--- config.mk ---
export PLATFORM = sky130hd
export DESIGN_NAME = fifo_demux2
export DESIGN_NICKNAME = d
export VERILOG_FILES = /design/src/rtl/fifo_demux2.sv
export SDC_FILE = /design/constraint.sdc
export NUM_CORES = 1
export LEC_CHECK = 0
export BUFFER_PORTS_ARGS = -buffer_cell sky130_fd_sc_hd__buf_2
export CORE_MARGIN = 5
export CORE_UTILIZATION = 45
export CTS_CLUSTER_DIAMETER = 150
export DETAILED_ROUTE_END_ITERATION = 12
export GPL_TIMING_DRIVEN = 0
export HOLD_SLACK_MARGIN = 0.08
export PLACE_DENSITY = 0.84
export SLEW_MARGIN = 20
export SYNTH_ARGS = -nofsm -noshare
export SYNTH_HDL_FRONTEND = slang
export SYNTH_SLANG_ARGS = --single-unit
export TNS_END_PERCENT = 10
--- constraint.sdc ---
create_clock -name clk -period 2.6 [get_ports clk]
set_clock_uncertainty 0.2 [all_clocks]
set_input_delay 0.26 -clock clk [delete_from_list [all_inputs] [get_ports clk]]
set_output_delay 0.26 -clock clk [all_outputs]
set_load 0.05 [all_outputs]
--- src/rtl/fifo_demux2.sv ---
// Single-entry stream demultiplexer: buffers one data word and one select bit, then routes the word to channel a or b.
// Define FIFO_DEMUX2_COUNT_EN to add per-channel transfer counters (a_count / b_count).
module fifo_demux2 #(
    parameter int INPUT_WIDTH = 32,
    parameter int COUNT_WIDTH = 16
) (
    input  logic                   clk,
    input  logic                   rst,
    input  logic [INPUT_WIDTH-1:0] data,
    input  logic                   data_valid,
    output logic                   data_ready,
    input  logic                   select,
    input  logic                   select_valid,
    output logic                   select_ready,
    output logic [INPUT_WIDTH-1:0] a,
    output logic                   a_valid,
    input  logic                   a_ready,
    output logic [INPUT_WIDTH-1:0] b,
    output logic                   b_valid,
    input  logic                   b_ready
`ifdef FIFO_DEMUX2_COUNT_EN
    ,
    output logic [COUNT_WIDTH-1:0] a_count,
    output logic [COUNT_WIDTH-1:0] b_count
`endif
);

    // One-hot encoding leaves spare codes, which recover to IDLE with buffers cleared.
    typedef enum logic [1:0] {
        IDLE = 2'b01,
        SEND = 2'b10
    } state_t;

    state_t                 state, state_nxt;
    logic [INPUT_WIDTH-1:0] data_buf, data_buf_nxt;
    logic                   select_buf, select_buf_nxt;
    logic                   data_set, data_set_nxt;
    logic                   select_set, select_set_nxt;
    logic                   chosen_ready;

    if (INPUT_WIDTH < 1 || COUNT_WIDTH < 1) begin : g_bad_param
        $error("fifo_demux2: INPUT_WIDTH and COUNT_WIDTH must be at least 1");
    end

    assign chosen_ready = select_buf ? b_ready : a_ready;

    always_ff @(posedge clk or posedge rst) begin
        if (rst) begin
            state      <= IDLE;
            data_buf   <= '0;
            select_buf <= 1'b0;
            data_set   <= 1'b0;
            select_set <= 1'b0;
        end else begin
            state      <= state_nxt;
            data_buf   <= data_buf_nxt;
            select_buf <= select_buf_nxt;
            data_set   <= data_set_nxt;
            select_set <= select_set_nxt;
        end
    end

    always_comb begin
        state_nxt      = state;
        data_buf_nxt   = data_buf;
        select_buf_nxt = select_buf;
        data_set_nxt   = data_set;
        select_set_nxt = select_set;
        case (state)
            IDLE: begin
                // Routing decision uses the pre-edge flags, so a word captured this edge waits one more cycle.
                if (data_set && select_set) begin
                    state_nxt = SEND;
                end
                if (!data_set && data_valid) begin
                    data_buf_nxt = data;
                    data_set_nxt = 1'b1;
                end
                if (!select_set && select_valid) begin
                    select_buf_nxt = select;
                    select_set_nxt = 1'b1;
                end
            end
            SEND: begin
                if (chosen_ready) begin
                    state_nxt      = IDLE;
                    data_buf_nxt   = '0;
                    select_buf_nxt = 1'b0;
                    data_set_nxt   = 1'b0;
                    select_set_nxt = 1'b0;
                end
            end
            default: begin
                state_nxt      = IDLE;
                data_buf_nxt   = '0;
                select_buf_nxt = 1'b0;
                data_set_nxt   = 1'b0;
                select_set_nxt = 1'b0;
            end
        endcase
    end

    assign data_ready   = !data_set;
    assign select_ready = !select_set;
    assign a            = data_buf;
    assign b            = data_buf;
    assign a_valid      = (state == SEND) && !select_buf;
    assign b_valid      = (state == SEND) && select_buf;

`ifdef FIFO_DEMUX2_COUNT_EN
    logic xfer_a, xfer_b;

    assign xfer_a = a_valid && a_ready;
    assign xfer_b = b_valid && b_ready;

    // Counters wrap naturally at 2^COUNT_WIDTH.
    always_ff @(posedge clk or posedge rst) begin
        if (rst) begin
            a_count <= '0;
            b_count <= '0;
        end else begin
            if (xfer_a) begin
                a_count <= a_count + COUNT_WIDTH'(1);
            end
            if (xfer_b) begin
                b_count <= b_count + COUNT_WIDTH'(1);
            end
        end
    end
`endif

endmodule

==> summary.md <==
| Metric | Value |
|---|---|
| Gate Count Post-Synth | 133 |
| CP required | 2.57 ns |
| Synthesized cell area | 1690 um^2 |
| Sequential-to-total area share from yosys stat | 54.9% |
| DP HPWL | 3140 um |
| All-Layer GR Usage | 18.3% |
| Fin Setup TNS | 0 ns |
| Distinct cells, synth | 20 |
| Die Footprint | 5080 um^2 |
| Synthesized Nets | 172 |
| RD Place Congestion | 0.737 |
| FF+latch count, synth | 37 |
| Fillcell total | 267 |
| CTS tree | yes |
| Maximum clock frequency | 557 MHz |
| Largest net degree at the start of global routing | 38 |
| Area Overhead vs Synth | 61.2% |
| Sink Count | 37 |
| Slew headroom | 50.6% |
| Drt wl/cell | 14.0 um |
| H-tree Lvls | 2 |
| Layout cells sized above 1 | 55.5% |
| Starting DRC count in detailed routing | 88 |
| Initial antenna violation count | 0 |
| Post-CTS Resized | 0 |
| IO Port Bufs | 106 |
| RSZ-0062 raised after global routing | false |
| Antenna viol nets, final | 0 |
| Utilization after layout | 74.4% |
| Setup crit end kind | flip-flop |
| Worst setup SP type | input pin |
| Max Buffers Root-to-Sink | 2 |
| Final wirelength | 4640 um |
| Crit Path Class | input pin to flip-flop |
| Routed vias/inst | 4.73 |
| Worst-path maximum fanout | 10 |
| First-pass GRT wire length | 7320 um |
| DP Area | 2280 um^2 |
| Die Span Y | 71.3 um |
| Crit path arrival time | 1.76 ns |
| Worst slew pin tran | 0.740 ns |
| Synth Area per Inst | 12.7 um^2 |
| Vias in the first global route | 1,567 |
| Starting Density | 46.1% |
| DRC Markers | 0 |
| Worst hold path class | input pin to flip-flop |
| Endpoints failing setup | 0 |
| Later-pin clock latency in the skew report | 0.28 ns |
| Final min period | 1.79 ns |
| Die X | 71.3 um |
| Core box area | 3660 um^2 |
| Multi-input logic area | 434 um^2 |
| Via count | 1,566 |
| Design area | 2720 um^2 |
| Placed cells | 287 |
| Final Hold Fails | 0 |
| # nets final | 321 |
| Slew Viols, Final | 0 |
| First-pass iteration count of the detailed router | 4 |
| Gr ovfl total | 0 |
| Outcome | finished, final reports clean |
| Finished Layout Cells | 331 |
| Diodes inserted | 0 |
| CTS Root Buffer Type | clkbuf_8 |
| FF+latch area | 927 um^2 |
| Hold buffer count at cts | 36 |
| Top-Level Pins | 107 |
| Max Cap Viol | 0 |
| Num CTS Buffers | 5 |
| Clock-pin transition on the worst setup and hold timing paths | 0.07 ns |
| Row count | 22 |
| Final worst-path cycle share | 69.0% |
| Post-CTS setup buffers | 0 |
| YS warnings | 0 |
-- routing by layer --
| layer | GRT usage, % | wire (um) |
|---|---|---|
| met2 | 33.8 | 2590 |
| met4 | 5.64 | 59 |
| met1 | 20.6 | 1650 |
| met5 | 0 | 0 |
| met3 | 4.77 | 333 |
-- synthesized netlist by cell type --
| library cell | instances | area [um^2] |
|---|---|---|
| o21ai_1 | 1 | 5.00 |
| a22o_1 | 32 | 280 |
| o22ai_1 | 1 | 6.26 |
| nand2_1 | 1 | 3.75 |
| nand2b_2 | 1 | 8.76 |
| inv_1 | 4 | 15.0 |
| o21a_1 | 1 | 7.51 |
| a21oi_1 | 4 | 20.0 |
| o32ai_4 | 1 | 27.5 |
| nand2b_4 | 1 | 13.8 |
| dfrtp_1 | 36 | 901 |
| buf_2 | 1 | 5.00 |
| nor2_1 | 2 | 7.51 |
| or3_1 | 1 | 6.26 |
| buf_4 | 32 | 240 |
| dfstp_2 | 1 | 26.3 |
| a32o_1 | 1 | 10.0 |
| nor2b_1 | 4 | 25.0 |
| and2_1 | 2 | 12.5 |
| buf_6 | 6 | 67.6 |
-- layout by cell type, fill, tap and decap left out, drive strengths merged, types with 2 or more instances in the layout --
cell,instances
buf,145
dfrtp,36
dlygate4sd3,36
a22o,32
clkbuf,6
nor2b,4
a21oi,4
inv,4
and2,2
nor2,2
clkinv,2
nand2b,2
-- worst paths after layout --
kind	start	to	slack, ns	depth (start not counted)
max	data_valid	a[11]	0.81	7
min	b_ready	select_buf	0.18	3
max reg2reg	state[0]	a[11]	0.85	5
min reg2reg	a[18]	a[18]	0.32	1
max in group asynchronous	rst	a[31]	1.25	3
min in group asynchronous	rst	a[19]	0.47	3
-- sequential cells by signal, indices dropped and copies added, names as in the netlist --
signal / cells
data_set: 1
state: 2
select_set: 1
a: 32
select_buf: 1
-- cell type report --
type | instances | share of cell area [%]
Buffer | 39 | 11.5
Tap cell | 48 | 2.21
Sequential cell | 37 | 34.1
Clock buffer | 6 | 2.67
Clock inverter | 2 | 0.368
Inverter | 4 | 0.551
Multi-Input combinational cell | 53 | 15.9
Timing Repair Buffer | 142 | 32.7
-- per-stage QoR --
step	setup slack, ns	hold slack [ns]
6_report	0.806	0.176
5_1_grt	0.768	0.191
4_1_cts	0.796	0.172
3_5_place_dp	0.846	0.242
3_3_place_gp	0.849	0.282
2_1_floorplan	0.976	0.200
-- logic make-up (layout without fill, tap and decap cells) --
group                  count (synthesis)  after routing  share of synthesized area (%)
buffers and inverters                 43            193                           19.4
AOI/OAI and AO/OA                     41             41                           21.1
DFF                                   37             37                           54.9
and+or+nand+nor                       12             12                           4.59
-- worst max-delay path, cell delays in order --
cell and delay, ns:
dlygate4sd3_1 0.53, buf_2 0.12, nor2b_1 0.15, and2_1 0.16, buf_2 0.15, buf_6 0.15
a22o_1 0.23
Power is not shown: default switching activity piles up to over one toggle a cycle in this logic, so the estimate is an artifact.
